==> src/rtl/program_loader_pkg.sv <==
`default_nettype none
// ============================================================================
// Module   : program_loader_pkg
// Brief    : Shared MCU constants: instruction width, image header byte and
//            the loader state encoding.
// Revision : 1.0
// ============================================================================
package program_loader_pkg;

    localparam int          c_INSTR_W  = 18;
    localparam logic [7:0]  c_HDR_BYTE = 8'hA5;

    typedef enum logic [3:0] {
        ST_IDLE  = 4'd0,
        ST_LEN   = 4'd1,
        ST_B0    = 4'd2,
        ST_B1    = 4'd3,
        ST_B2    = 4'd4,
        ST_WRITE = 4'd5,
        ST_CHK   = 4'd6,
        ST_DONE  = 4'd7,
        ST_ERR   = 4'd8
    } ld_state_t;

endpackage
`default_nettype wire

==> src/rtl/program_loader.sv <==
`default_nettype none
// ============================================================================
// Module   : program_loader
// Brief    : Byte-stream image loader: header, length, 3-byte instruction words
//            and an additive checksum; writes instruction memory and releases
//            the MCU core from reset once the image verifies.
// Revision : 1.0
// ============================================================================
module program_loader
    import program_loader_pkg::*;
#(
    parameter int ADDR_W  = 8,
    parameter int INSTR_W = c_INSTR_W
) (
    input  logic               clk,
    input  logic               reset,
    input  logic               in_valid,
    input  logic [7:0]         in_data,
    output logic               in_ready,
    output logic               imem_we,
    output logic [ADDR_W-1:0]  imem_addr,
    output logic [INSTR_W-1:0] imem_wdata,
    output logic               mcu_reset,
    output logic               done,
    output logic               err
);

    ld_state_t          r_state_q, w_state_d;
    logic [ADDR_W-1:0]  r_addr_q,  w_addr_d;
    logic [7:0]         r_cnt_q,   w_cnt_d;
    logic [7:0]         r_wr_q,    w_wr_d;
    logic [7:0]         r_sum_q,   w_sum_d;
    logic [1:0]         r_b0_q,    w_b0_d;
    logic [7:0]         r_b1_q,    w_b1_d;
    logic [INSTR_W-1:0] r_wdata_q, w_wdata_d;
    logic               r_we_q,    w_we_d;
    logic               r_rdy_q,   w_rdy_d;
    logic               r_mrst_q,  w_mrst_d;
    logic               r_done_q,  w_done_d;
    logic               r_err_q,   w_err_d;

    logic               w_acc;
    logic [7:0]         w_wr_inc;

    assign w_acc    = in_valid && r_rdy_q;
    assign w_wr_inc = r_wr_q + 8'd1;

    always_comb begin
        w_state_d = r_state_q;
        w_addr_d  = r_addr_q;
        w_cnt_d   = r_cnt_q;
        w_wr_d    = r_wr_q;
        w_sum_d   = r_sum_q;
        w_b0_d    = r_b0_q;
        w_b1_d    = r_b1_q;
        w_wdata_d = r_wdata_q;

        case (r_state_q)
            ST_IDLE: begin
                if (w_acc && in_data == c_HDR_BYTE) w_state_d = ST_LEN;
            end
            ST_LEN: begin
                if (w_acc) begin
                    w_cnt_d   = in_data;
                    w_sum_d   = in_data;
                    w_addr_d  = '0;
                    w_wr_d    = 8'd0;
                    w_state_d = (in_data == 8'd0) ? ST_ERR : ST_B0;
                end
            end
            ST_B0: begin
                if (w_acc) begin
                    w_b0_d    = in_data[1:0];
                    w_sum_d   = r_sum_q + in_data;
                    w_state_d = ST_B1;
                end
            end
            ST_B1: begin
                if (w_acc) begin
                    w_b1_d    = in_data;
                    w_sum_d   = r_sum_q + in_data;
                    w_state_d = ST_B2;
                end
            end
            ST_B2: begin
                if (w_acc) begin
                    w_wdata_d = INSTR_W'({r_b0_q, r_b1_q, in_data});
                    w_sum_d   = r_sum_q + in_data;
                    w_state_d = ST_WRITE;
                end
            end
            ST_WRITE: begin
                // Address advances on leaving WRITE so it is stable during the strobe.
                w_addr_d  = r_addr_q + ADDR_W'(1);
                w_wr_d    = w_wr_inc;
                w_state_d = (w_wr_inc < r_cnt_q) ? ST_B0 : ST_CHK;
            end
            ST_CHK: begin
                if (w_acc) w_state_d = (in_data == r_sum_q) ? ST_DONE : ST_ERR;
            end
            ST_DONE: begin
                w_state_d = ST_DONE;
            end
            ST_ERR: begin
                if (w_acc && in_data == c_HDR_BYTE) w_state_d = ST_LEN;
            end
            default: w_state_d = ST_IDLE;
        endcase

        // Outputs are registered, so they are decoded from the next state.
        w_we_d   = (w_state_d == ST_WRITE);
        w_rdy_d  = !((w_state_d == ST_WRITE) || (w_state_d == ST_DONE));
        w_mrst_d = (w_state_d != ST_DONE);
        w_done_d = (w_state_d == ST_DONE);
        w_err_d  = (w_state_d == ST_ERR);
    end

    always_ff @(posedge clk) begin
        if (reset) begin
            r_state_q <= ST_IDLE;
            r_addr_q  <= '0;
            r_cnt_q   <= 8'd0;
            r_wr_q    <= 8'd0;
            r_sum_q   <= 8'd0;
            r_b0_q    <= 2'd0;
            r_b1_q    <= 8'd0;
            r_wdata_q <= '0;
            r_we_q    <= 1'b0;
            r_rdy_q   <= 1'b1;
            r_mrst_q  <= 1'b1;
            r_done_q  <= 1'b0;
            r_err_q   <= 1'b0;
        end else begin
            r_state_q <= w_state_d;
            r_addr_q  <= w_addr_d;
            r_cnt_q   <= w_cnt_d;
            r_wr_q    <= w_wr_d;
            r_sum_q   <= w_sum_d;
            r_b0_q    <= w_b0_d;
            r_b1_q    <= w_b1_d;
            r_wdata_q <= w_wdata_d;
            r_we_q    <= w_we_d;
            r_rdy_q   <= w_rdy_d;
            r_mrst_q  <= w_mrst_d;
            r_done_q  <= w_done_d;
            r_err_q   <= w_err_d;
        end
    end

    // Reset gates the strobe so a write pending in WRITE never reaches memory.
    assign imem_we    = r_we_q && !reset;
    assign imem_addr  = r_addr_q;
    assign imem_wdata = r_wdata_q;
    assign in_ready   = r_rdy_q;
    assign mcu_reset  = r_mrst_q;
    assign done       = r_done_q;
    assign err        = r_err_q;

endmodule
`default_nettype wire

==> config.mk <==
export PLATFORM = sky130hd
export DESIGN_NAME = program_loader
export DESIGN_NICKNAME = d
export VERILOG_FILES = /design/src/rtl/program_loader_pkg.sv /design/src/rtl/program_loader.sv
export SDC_FILE = /design/constraint.sdc
export NUM_CORES = 1
export LEC_CHECK = 0
export ABC_AREA = 0
export CAP_MARGIN = 20
export CORE_ASPECT_RATIO = 2
export CORE_UTILIZATION = 38
export CTS_CLUSTER_SIZE = 28
export DETAILED_ROUTE_END_ITERATION = 8
export PLACE_DENSITY = 0.66
export SETUP_SLACK_MARGIN = 0.02
export SYNTH_ARGS = -nofsm -noshare
export SYNTH_HDL_FRONTEND = slang
export SYNTH_SLANG_ARGS = --single-unit
==> constraint.sdc <==
create_clock -name clk -period 2.7 [get_ports clk]
set_input_delay 0.54 -clock clk [delete_from_list [all_inputs] [get_ports clk]]
set_output_delay 0.54 -clock clk [all_outputs]
set_load 0.05 [all_outputs]
==> summary.md, run 1 <==
| Metric | Value |
|---|---|
| Final period util | 0.859 |
| Post-synth ARST share | 0 |
| Yosys warning total | 0 |
| # fillers | 837 |
| Post-DP HPWL | 6.58 mm |
| # IOs | 42 |
| MaxCap Viol Count | 0 |
| Final Routed Wirelength | 8.78 mm |
| Site Rows | 48 |
| Final-report setup violation count | 0 |
| Wire length per cell | 15.2 µm |
| Largest net degree at the start of global routing | 27 |
| TritonCTS Buffers | 9 |
| Share of cells above drive strength 1 | 0.0818 |
| Pleak | 1.62 nW |
| Critical path endpoint category | register |
| Root Buffer | clkbuf_16 |
| Vias in the first global route | 3185 |
| Worst-path maximum fanout | 5 |
| Worst skew pair latency | 330 ps |
| Total Nets Final | 500 |
| Syn Area/Cell | 8.00 µm² |
| Critical Path Source Type | register |
| Setup repair bufs after CTS | 0 |
| Drt first pass iters | 4 |
| Fin crit period | 2320 ps |
| Predominant post-synthesis flop cell | dfxtp_1 |
| Type of the worst setup path | reg2reg |
| 1st-iter DRT viols | 145 |
| Power consumption | 2.38 mW |
| F_max | 0.431 GHz |
| Initial core utilization | 0.393 |
| Chip height | 136 µm |
| Clk_skew | 9.96 ps |
| Port Buf Inserts | 41 |
| All-layer global routing usage | 0.195 |
| Die ar. | 9420 µm² |
| TritonCTS clock tree | built |
| Outcome | complete, no violations |
| HP Class | reg2reg |
| Initial antenna violation count | 0 |
| Commonest cells after routing, fill and taps aside | 75 x nand2_1, 69 x dfxtp_1, 52 x a21oi_1 |
| Vias | 3191 |
| Syn_nets | 456 |
| First-pass GRT wire length | 14.4 mm |
| Clk slew on worst S/H paths | 60 ps |
| Post-synth EDFFs | 0 |
| ANT nets after route | 0 |
| Library cells used by synthesis | 49 |
| RSZ-0062 raised after global routing | false |
| Grt ovf | 0 |
| Post-cts gate resize count | 0 |
| Die Width | 69.1 µm |
| Final WS setup | 381 ps |
| Data required, critical path | 2890 ps |
| Setup TNS | 0 ps |
| Max-slew violations | 0 |
| Synth Instances | 428 |
| Hold-fix buffers, CTS | 0 |
| ANT cells | 0 |
| Mapped cell area | 3420 µm² |
| CORE AREA | 8710 µm² |
| Slew HR | 0.525 |
| Max VDD drop | 0.360 mV |
| Most common cell after layout, fill and taps aside | nand2_1 |
| Area Overhead vs Synth | 25.3% |
| Fin. Hold Viols | 0 |
| Power per standard cell area | 554 nW/µm² |
| Place WS | 86.6 ps |
| #FFs+latches synth | 69 |
| Slew @ Worst Pin | 711 ps |
| Routability cong. | 0.936 |
| Longest Clk Path Bufs | 2 |
| Register area share after synthesis | 0.404 |
| Arrival @ worst endpoint | 2510 ps |
| DRC | 0 |
| Vias/cell | 5.53 |
| Worst hold margin | 453 ps |
| Clock sinks | 69 |
| H-tree depth | 3 |
[routing by layer]
layer | vias up | routed length (µm) | global-route usage | part of all wire
li1 | 1580 | - | - | -
met1 | 1503 | 3260 | 0.189 | 0.37
met2 | 80 | 4880 | 0.373 | 0.56
met3 | 28 | 286 | 0.0341 | 0.033
met4 | 0 | 343 | 0.121 | 0.039
met5 | - | 0 | 0 | 0
[cell type report]
type,instances,area (µm²),area share
clock buffers,9,225,0.0525
clock inverters,7,98.8,0.0231
inverters,12,45.0,0.0105
multi-input cells,324,1900,0.442
flip-flops and latches,69,1380,0.322
well taps,100,125,0.0292
repair buffers,56,515,0.120
[critical path, stage by stage, from the launching register on]
cell     delay [ps]
dfxtp_1         390
nand3_1         220
nor2_1          260
xor2_1          200
ha_1            270
a21o_1          180
a21oi_1         160
nor2b_1          60
o31ai_1         290
a31oi_1         140
[through the flow]
step | std cells | cell area [µm²] | utilization
6_report | 577 | 4290 | 0.492
5_1_grt | 577 | 4290 | 0.492
4_1_cts | 577 | 4290 | 0.492
3_5_place_dp | 561 | 3960 | 0.455
3_3_place_gp | 561 | 3960 | 0.455
2_1_floorplan | 428 | 3420 | -
[logic make-up (layout without fill, tap and decap cells)]
family / count (synthesis) / count (layout) / share of synthesized area
AND/OR/NAND/NOR: 185 / 185 / 0.258
AO/OA/AOI/OAI: 101 / 101 / 0.175
flip-flops: 69 / 69 / 0.404
buffers and inverters: 35 / 84 / 0.0424
adder cells (fa/ha/maj): 17 / 17 / 0.0643
XOR/XNOR: 13 / 13 / 0.0333
multiplexers: 8 / 8 / 0.0234
[worst paths after layout]
| path | start | depth (start not counted) | end | slack (ps) |
|---|---|---|---|---|
| max | r_wr_q[2]$_SDFFE_PP0P_ | 9 | r_state_q[2]$_SDFF_PP0_ | 380 |
| min | r_cnt_q[3]$_SDFFE_PP0P_ | 2 | r_cnt_q[3]$_SDFFE_PP0P_ | 450 |
| max reg2reg | r_wr_q[2]$_SDFFE_PP0P_ | 9 | r_state_q[2]$_SDFF_PP0_ | 380 |
| min reg2reg | r_cnt_q[3]$_SDFFE_PP0P_ | 2 | r_cnt_q[3]$_SDFFE_PP0P_ | 450 |
[state kept, by name, summed over array words and instances, names as in the netlist, 2 cells and up]
| name | flops |
|---|---|
| imem_wdata | 18 |
| imem_addr | 8 |
| r_b1_q | 8 |
| r_cnt_q | 8 |
| r_sum_q | 8 |
| r_wr_q | 8 |
| r_state_q | 4 |
| r_b0_q | 2 |
[synthesized netlist by cell type (3+ instances only)]
cell | n | share of area
nand2_1 | 75 | 0.082
dfxtp_1 | 69 | 0.40
a21oi_1 | 52 | 0.076
nor2_1 | 40 | 0.044
nand3_1 | 17 | 0.025
ha_1 | 16 | 0.058
o21ai_0 | 16 | 0.023
clkbuf_1 | 14 | 0.015
inv_1 | 12 | 0.013
nor3_1 | 9 | 0.013
buf_2 | 8 | 0.012
mux2i_1 | 8 | 0.023
nor2b_1 | 7 | 0.013
xor2_1 | 7 | 0.018
or3_1 | 6 | 0.011
xnor2_1 | 6 | 0.015
a211oi_1 | 5 | 0.011
a21o_1 | 5 | 0.011
nand2b_1 | 5 | 0.0091
a311oi_1 | 4 | 0.010
and3_1 | 4 | 0.0073
nor4_1 | 4 | 0.0073
a31oi_1 | 3 | 0.0055
nand3b_1 | 3 | 0.0066
o21a_1 | 3 | 0.0066
[power by group]
part	internal [mW]	switching [mW]
registers	1.02	0.000379
logic	0.0353	0.0572
clock network	0.812	0.452
Power figures use the tool's default switching activity.
==> inputs of run 2 (changes only) <==
GPL_ROUTABILITY_DRIVEN = 0   (was not set)
==> run 2 against run 1 <==
Sequential power barely moved. Cell area fell by 0.79%. Setup slack improved by 6.1 ps. Global-route usage is 0.64 points higher. Clock-buffer cell count grew 2. Largest cell class unchanged. Largest power group unchanged. Highest routed layer unchanged.
==> summary.md, run 2 (synthesized netlist as in run 1, its figures left out) <==
| Metric | Value |
|---|---|
| Wire length per cell | 15.3 µm |
| Die ar. | 9420 µm² |
| H-tree depth | 3 |
| Port Buf Inserts | 41 |
| CP max-delay cell | clkdlybuf4s50_1 |
| Die Width | 69.1 µm |
| Longest Clk Path Bufs | 2 |
| Arrival @ worst endpoint | 2520 ps |
| 1st-iter DRT viols | 162 |
| Metal3 WL | 278 µm |
| Total Nets Final | 501 |
| Max-slew violations | 0 |
| Clk slew on worst S/H paths | 50 ps |
| Grt ovf | 0 |
| TritonCTS clock tree | built |
| Largest net degree at the start of global routing | 38 |
| Post-cts gate resize count | 0 |
| Fin. Hold Viols | 0 |
| Post-DP HPWL | 6.49 mm |
| Cells after DPL | 562 |
| Max stage delay on crit path | 490 ps |
| Critical Path Source Type | primary input |
| Worst skew pair latency | 340 ps |
| TritonCTS Buffers | 9 |
| Area Overhead vs Synth | 24.3% |
| Placed Instance Area | 3970 µm² |
| Vias | 3154 |
| Buf/Inv on CP | 1 |
| Clk_skew | 4.46 ps |
| DRC | 0 |
| Outcome | complete, no violations |
| Place WS | 83.8 ps |
| Setup TNS | 0 ps |
| Final WS setup | 387 ps |
| Clock sinks | 69 |
| Initial core utilization | 0.393 |
| F_max | 0.432 GHz |
| ANT nets after route | 0 |
| Most common cell after layout, fill and taps aside | nand2_1 |
| Fin util | 0.489 |
| Metal2 WL | 4.83 mm |
| HP Class | reg2reg |
| Root Buffer | clkbuf_16 |
| Power per standard cell area | 528 nW/µm² |
| Max VDD drop | 0.410 mV |
| Crit-path leading delay family | simple AND/OR/NAND/NOR gates |
| # IOs | 42 |
| Worst-path cell chain | clkdlybuf4s50_1, ha_1, nor4_1, and4_1, nor3_1, o21ai_0, a21oi_1 |
| Final period util | 0.857 |
| Pleak | 1.60 nW |
| Fin crit period | 2310 ps |
| Final Routed Wirelength | 8.83 mm |
| Top sig layer | met4 |
| Slew HR | 0.539 |
| Vias in the first global route | 3162 |
| Chip height | 136 µm |
| Share of cells above drive strength 1 | 0.0776 |
| RSZ-0062 raised after global routing | false |
| ANT cells | 0 |
| Initial antenna violation count | 0 |
| Drt first pass iters | 4 |
| CORE AREA | 8710 µm² |
| Commonest cells after routing, fill and taps aside | 75 x nand2_1, 69 x dfxtp_1, 52 x a21oi_1 |
| Type of the worst setup path | in2reg |
| Hold-fix buffers, CTS | 0 |
| Max FFs per register | 18 |
| Slew @ Worst Pin | 690 ps |
| Site Rows | 48 |
| Worst-path maximum fanout | 4 |
| MaxCap Viol Count | 0 |
| Final-report setup violation count | 0 |
| Vias/cell | 5.47 |
| Setup repair bufs after CTS | 0 |
| Critical path endpoint category | register |
| M1 WL | 3.27 mm |
| Final instance area | 4250 µm² |
| First-pass GRT wire length | 14.7 mm |
| All-layer global routing usage | 0.201 |
| Data required, critical path | 2900 ps |
| Fin cells | 577 |
| # fillers | 828 |
[run 2: path summary, 6_finish.rpt]
check | slack, ps | endpoint | cells past startpoint | from
setup / recovery | 390 | err$_SDFF_PP0_ | 7 | in_data[1]
hold / removal | 450 | imem_wdata[0]$_SDFFE_PP0P_ | 2 | imem_wdata[0]$_SDFFE_PP0P_
setup reg to reg | 410 | r_state_q[2]$_SDFF_PP0_ | 9 | r_wr_q[2]$_SDFFE_PP0P_
hold reg to reg | 450 | imem_wdata[0]$_SDFFE_PP0P_ | 2 | imem_wdata[0]$_SDFFE_PP0P_
[run 2: worst reg2reg max path, stage by stage, from the launching register on]
cell,delay [ps]
dfxtp_1,400
nand3_1,240
nor2_1,270
xor2_1,190
ha_1,260
a21o_1,180
a21oi_1,170
nor2b_1,70
o31ai_1,270
a31oi_1,120
[run 2: report_power, final]
group          internal (mW)  total (mW)  switching, mW
clock network          0.708        1.14          0.427
logic                 0.0353      0.0932         0.0579
registers               1.02        1.02       0.000264
total                   1.76        2.25          0.486
[run 2: final cells by class]
type / instances / area (µm²) / area share
sequential: 69 / 1380 / 0.325
tap: 100 / 125 / 0.0294
timing repair buffer: 57 / 523 / 0.123
multi-input combinational: 324 / 1900 / 0.446
inverter: 12 / 45.0 / 0.0106
clock inverter: 4 / 50.0 / 0.0118
clock buffer: 11 / 233 / 0.0547
[run 2: metal layers]
layer  global-route usage  vias to the layer above
li1                     -                     1568
met1                0.198                     1486
met5                    0                        -
met4                0.142                        0
met3               0.0445                       33
met2                0.368                       67
[run 2: metrics by stage]
stage / power, mW / hold slack (ps)
after floorplan: 1.08 / 431
after CTS: 2.27 / 454
after global placement: 1.13 / 441
final: 2.25 / 453
after detailed placement: 1.13 / 447
after global routing: 2.32 / 472
